===== src/rtl/seq_divider.sv =====
// seq_divider: iterative radix-2 restoring divider, one quotient bit per clock.
// Supports signed (two's-complement, truncating) and unsigned operands.
// Ports:
//   clock      rising-edge clock
//   reset      asynchronous active-low reset
//   dividend   numerator, sampled on an accepted start
//   divider    denominator, sampled on an accepted start
//   signedMode 1 = signed operands, sampled with start
//   start      request, accepted at an edge while not busy (IDLE/DONE)
//   quotient   registered quotient
//   remainder  registered remainder (carries the dividend's sign)
//   divByZero  set when the accepted divider was zero
//   busy       operation in flight
//   ready      quotient/remainder/divByZero valid
module seq_divider #(
  parameter int unsigned WIDTH         = 32,
  parameter int unsigned COUNTER_WIDTH = 6
) (
  input  logic             clock,
  input  logic             reset,
  input  logic [WIDTH-1:0] dividend,
  input  logic [WIDTH-1:0] divider,
  input  logic             signedMode,
  input  logic             start,
  output logic [WIDTH-1:0] quotient,
  output logic [WIDTH-1:0] remainder,
  output logic             divByZero,
  output logic             busy,
  output logic             ready
);

  typedef enum logic [1:0] {IDLE, RUN, FIX, DONE} state_t;

  state_t                   state, state_next;
  logic [COUNTER_WIDTH-1:0] counter;
  logic [WIDTH:0]           partial;   // partial remainder, one extra bit
  logic [WIDTH-1:0]         work;      // shifting dividend / growing quotient
  logic [WIDTH-1:0]         divAbs;
  logic                     qSign;
  logic                     rSign;
  logic                     zeroPend;

  logic                     accept;
  logic                     dividendNeg;
  logic                     dividerNeg;
  logic                     dividerZero;
  logic [WIDTH:0]           shifted;
  logic                     subOk;

  always_comb begin
    accept      = start && ((state == IDLE) || (state == DONE));
    dividendNeg = signedMode && dividend[WIDTH-1];
    dividerNeg  = signedMode && divider[WIDTH-1];
    dividerZero = (divider == '0);
    shifted     = {partial[WIDTH-1:0], work[WIDTH-1]};
    subOk       = (shifted >= {1'b0, divAbs});
  end

  always_ff @(posedge clock or negedge reset) begin
    if (!reset) state <= IDLE;
    else        state <= state_next;
  end

  always_comb begin
    state_next = state;
    case (state)
      IDLE, DONE: if (start) state_next = dividerZero ? FIX : RUN;
      RUN:        if (counter == COUNTER_WIDTH'(1)) state_next = FIX;
      FIX:        state_next = DONE;
      default:    state_next = IDLE;
    endcase
  end

  always_ff @(posedge clock or negedge reset) begin
    if (!reset) begin
      counter   <= '0;
      partial   <= '0;
      work      <= '0;
      divAbs    <= '0;
      qSign     <= 1'b0;
      rSign     <= 1'b0;
      zeroPend  <= 1'b0;
      quotient  <= '0;
      remainder <= '0;
      divByZero <= 1'b0;
      busy      <= 1'b0;
      ready     <= 1'b0;
    end else begin
      case (state)
        IDLE, DONE: begin
          if (accept) begin
            counter  <= COUNTER_WIDTH'(WIDTH);
            partial  <= '0;
            divAbs   <= dividerNeg ? -divider : divider;
            qSign    <= dividendNeg ^ dividerNeg;
            rSign    <= dividendNeg;
            zeroPend <= dividerZero;
            // On divide-by-zero no iteration runs, so the work register keeps
            // the raw dividend to be returned as the remainder.
            work     <= dividerZero ? dividend : (dividendNeg ? -dividend : dividend);
            busy     <= 1'b1;
            ready    <= 1'b0;
          end
        end
        RUN: begin
          counter <= counter - COUNTER_WIDTH'(1);
          if (subOk) begin
            partial <= shifted - {1'b0, divAbs};
            work    <= {work[WIDTH-2:0], 1'b1};
          end else begin
            partial <= shifted;
            work    <= {work[WIDTH-2:0], 1'b0};
          end
        end
        FIX: begin
          if (zeroPend) begin
            quotient  <= '1;
            remainder <= work;
            divByZero <= 1'b1;
          end else begin
            quotient  <= qSign ? -work : work;
            remainder <= rSign ? -partial[WIDTH-1:0] : partial[WIDTH-1:0];
            divByZero <= 1'b0;
          end
          busy  <= 1'b0;
          ready <= 1'b1;
        end
        default: ;
      endcase
    end
  end

endmodule


===== config.mk =====
export PLATFORM = sky130hd
export DESIGN_NAME = seq_divider
export DESIGN_NICKNAME = d
export VERILOG_FILES = /design/src/rtl/seq_divider.sv
export SDC_FILE = /design/constraint.sdc
export NUM_CORES = 1
export LEC_CHECK = 0
export CELL_PAD_IN_SITES_DETAIL_PLACEMENT = 0
export CELL_PAD_IN_SITES_GLOBAL_PLACEMENT = 2
export CORE_ASPECT_RATIO = 0.9
export CORE_MARGIN = 10
export CORE_UTILIZATION = 31
export DETAILED_ROUTE_END_ITERATION = 10
export PLACE_DENSITY_LB_ADDON = 0.1
export RECOVER_POWER = 25
export SETUP_SLACK_MARGIN = 0.15
export SLEW_MARGIN = 20
export SYNTH_ARGS = -nofsm -noshare
export SYNTH_HDL_FRONTEND = slang
export SYNTH_SLANG_ARGS = --single-unit
export TNS_END_PERCENT = 1

===== constraint.sdc =====
create_clock -name clock -period 3.3 [get_ports clock]
set_clock_uncertainty 0.2 [all_clocks]
set_input_delay 0.495 -clock clock [delete_from_list [all_inputs] [get_ports clock]]
set_output_delay 0.495 -clock clock [all_outputs]
set_load 0.02 [all_outputs]

==> flow_summary.ini <==
[run_status]
status = finished, final reports clean

[synth]
syn_area_um2 = 11800
synth_cells = 1375
synth_adder_area_share_pct = 4.43
synth_edf_count = 0
synth_seq_area_share_pct = 37.0
avgSynthCellArea_um2 = 8.55
yosysWarnings = 0
ys_ff_latch = 174
asyncSetResetFlopFracSynth_pct = 100
yosys.area_share.simple_pct = 15.9
synth_compound_area_share_pct = 22.1
synth_ff_type = dfrtp_1
synth_top_area_cell = dfrtp_1
synth_mux_area_share_pct = 4.72
yosysUniqueCellTypes = 62
synth-xor-area-share_pct = 11.2
synth.area.top_cells = dfrtp_1 37%, o21ai_0 7.4%, xnor2_1 6.0%
synth_nets = 1484
synth_top_family_by_area = compound AO/OA/AOI/OAI gates
synth_top_area_share_pct = 37.0

[sta]
fmax_mhz = 321
tightest_slew_ns = 1.37
final_hold_viol_count = 0
drv_slew = 0
setup_viol = 0
min_period_ns = 3.11
slew_headroom_pct = 8.67
grt_setup_unrepaired = yes
finalCritPeriodShare_pct = 94.4

[power]
p_leak_nw = 6.69
ir_drop_v = 0.000438
powerDensity_nw_per_um2 = 1120
totalPowerFinal_w = 0.0172

[critical_path]
crit_fanout = 3
r2r_start = work[31]
rr_worst_depth = 13
reg2reg_to = partial[30]
start_kind = flop
endpoint = partial[30]
cp-end-kind = flop
cp.required_ns = 3.46
arrival_ns = 3.28
crit_type = reg2reg
crit_start = work[31]
ff2ff_setup_slack_ns = 0.19

[grt]
antenna_found_initial = 0
grt_pass1_vias = 10600
grt_overflow = 0
grt_max_degree = 71
grt_pass1_wl_um = 61500
grt_usage_pct = 17.0

[clock_network]
numCtsBuffers = 17
clkSlewWorstSetupHoldPaths_ns = 0.07
h-tree-depth = 4
clk_path_buf_depth = 2
clkSinkCount = 174
clkLatencyLatePin_ns = 0.45
cts-root-buf = clkbuf_16
cts_tree = done

[layout]
nFillCells = 3811
diodes = 0
fin_util_pct = 41.1
final_cell_mix = 177 x nand2_1, 172 x dfrtp_1, 166 x o21ai_0
drive_gt1_share_pct = 15.8
fin_nets = 1707
syn_to_final_growth_pct = 30.4
final_common_cell = nand2_1

[detailed_routing]
wl_per_cell_um = 18.7
firstDrtPassIters = 5
viasPerCell = 5.02
drc = 0
drt_iter0_drc = 682
vias = 10500
wl_um = 39200
ant_nets = 0

[floorplanning]
die_height_um = 205
die_w_um = 225
die-area_um2 = 46100
start_util_pct = 31.5
row_count = 67
top_level_ports = 135
coreArea_um2 = 37300

[placement]
port-buffer-count = 134
gp_congestion = 0.838
dpl.hpwl_um = 30900

[job]
cap_violations = 0

[hold_path]
hold_path.class = reg2reg
critical path, cell delays in order, from the launching register on:
cell      delay [ns]
dfrtp_1         0.40
inv_2           0.11
ha_4            0.15
inv_2           0.04
fa_2            0.41
a21oi_4         0.18
o21ai_2         0.09
a211oi_2        0.31
buf_4           0.17
a211o_1         0.14
a311oi_2        0.11
o211ai_1        0.25
mux2_4          0.32
o211ai_1        0.17
how the worst min path moves through the flow:
stage / startpoint / end / slack, ns / cells past startpoint
2_1_floorplan: reset / busy / -0.0006 / 0
3_3_place_gp: divAbs[12] / divAbs[12] / 0.26 / 2
3_5_place_dp: divAbs[18] / divAbs[18] / 0.27 / 2
4_1_cts: divAbs[4] / divAbs[4] / 0.29 / 2
5_1_grt: divAbs[18] / divAbs[18] / 0.30 / 2
6_report: divAbs[11] / divAbs[11] / 0.28 / 2
report_power, final:
part / switching, W / total [W] / internal (W)
Sequential: 0.000864 / 0.00394 / 0.00307
Combinational: 0.00628 / 0.0111 / 0.00482
Clock: 0.000973 / 0.00218 / 0.00121
Total: 0.00811 / 0.0172 / 0.00910
synth_stat cells (all sizes together) (9+ instances only):
| cell type | number |
|---|---|
| nand3 | 24 |
| mux2 | 27 |
| dfrtp | 174 |
| o41ai | 13 |
| nor2 | 81 |
| or4 | 11 |
| nor4 | 15 |
| o21ai | 177 |
| nand2 | 179 |
| ha | 40 |
| xor2 | 70 |
| and2 | 9 |
| a21o | 17 |
| o22a | 30 |
| inv | 62 |
| a21oi | 68 |
| or3 | 13 |
| nand2b | 15 |
| o31ai | 28 |
| clkbuf | 73 |
| a211oi | 13 |
| xnor2 | 80 |
| mux2i | 25 |
| a31oi | 11 |
| nor3 | 19 |
sequential cells by signal, indices dropped and copies added (netlist names):
name / cells
busy: 1
counter: 6
divAbs: 32
divByZero: 1
partial: 32
qSign: 1
quotient: 32
rSign: 1
ready: 1
remainder: 32
state: 2
work: 32
zeroPend: 1
stage by stage:
stage | TNS (ns) | hold WS (ns) | instance area (um2) | setup slack, ns | std cells
2_1_floorplan | 0 | -0.000591 | 11800 | 0.257 | 1375
3_3_place_gp | -1.10 | 0.263 | 14600 | -0.236 | 2059
3_5_place_dp | -1.18 | 0.274 | 14600 | -0.205 | 2059
4_1_cts | 0 | 0.289 | 15200 | 0.135 | 2092
5_1_grt | 0 | 0.301 | 15300 | 0.0209 | 2094
6_report | 0 | 0.283 | 15300 | 0.185 | 2094
routing by layer:
metal	vias to the layer above	track usage (%)	routed length, um
met1	4969	23.0	19100
met4	0	3.11	274
li1	5352	-	-
met5	-	0	0
met2	176	28.0	18300
met3	9	2.96	1470
kinds of logic after synthesis:
kind of cell    count (synthesis)
fa+ha+maj                      41
mux                            52
xor+xnor                      150
compound gates                415
simple gates                  400
flops                         174
buf+inv                       143
area by class of cell:
type                       count  area (um2)  share of cell area [%]
clock buffer                  17         425                    2.78
clock inverter                15         188                    1.22
inverter                      63         236                    1.54
multi-input combinational   1058        7010                    45.7
sequential                   174        4360                    28.4
tap                          483         604                    3.94
timing repair buffer         284        2510                    16.4
what timing repair did:
action / CTS / global route
pin swaps: 2 / 13
hold endpoints to repair: 46 / 0
hold buffers: 1 / 0
setup buffers: 0 / 2
gates resized for setup: 6 / 33
setup endpoints to repair: 5 / 29
Power figures use the tool's default switching activity.
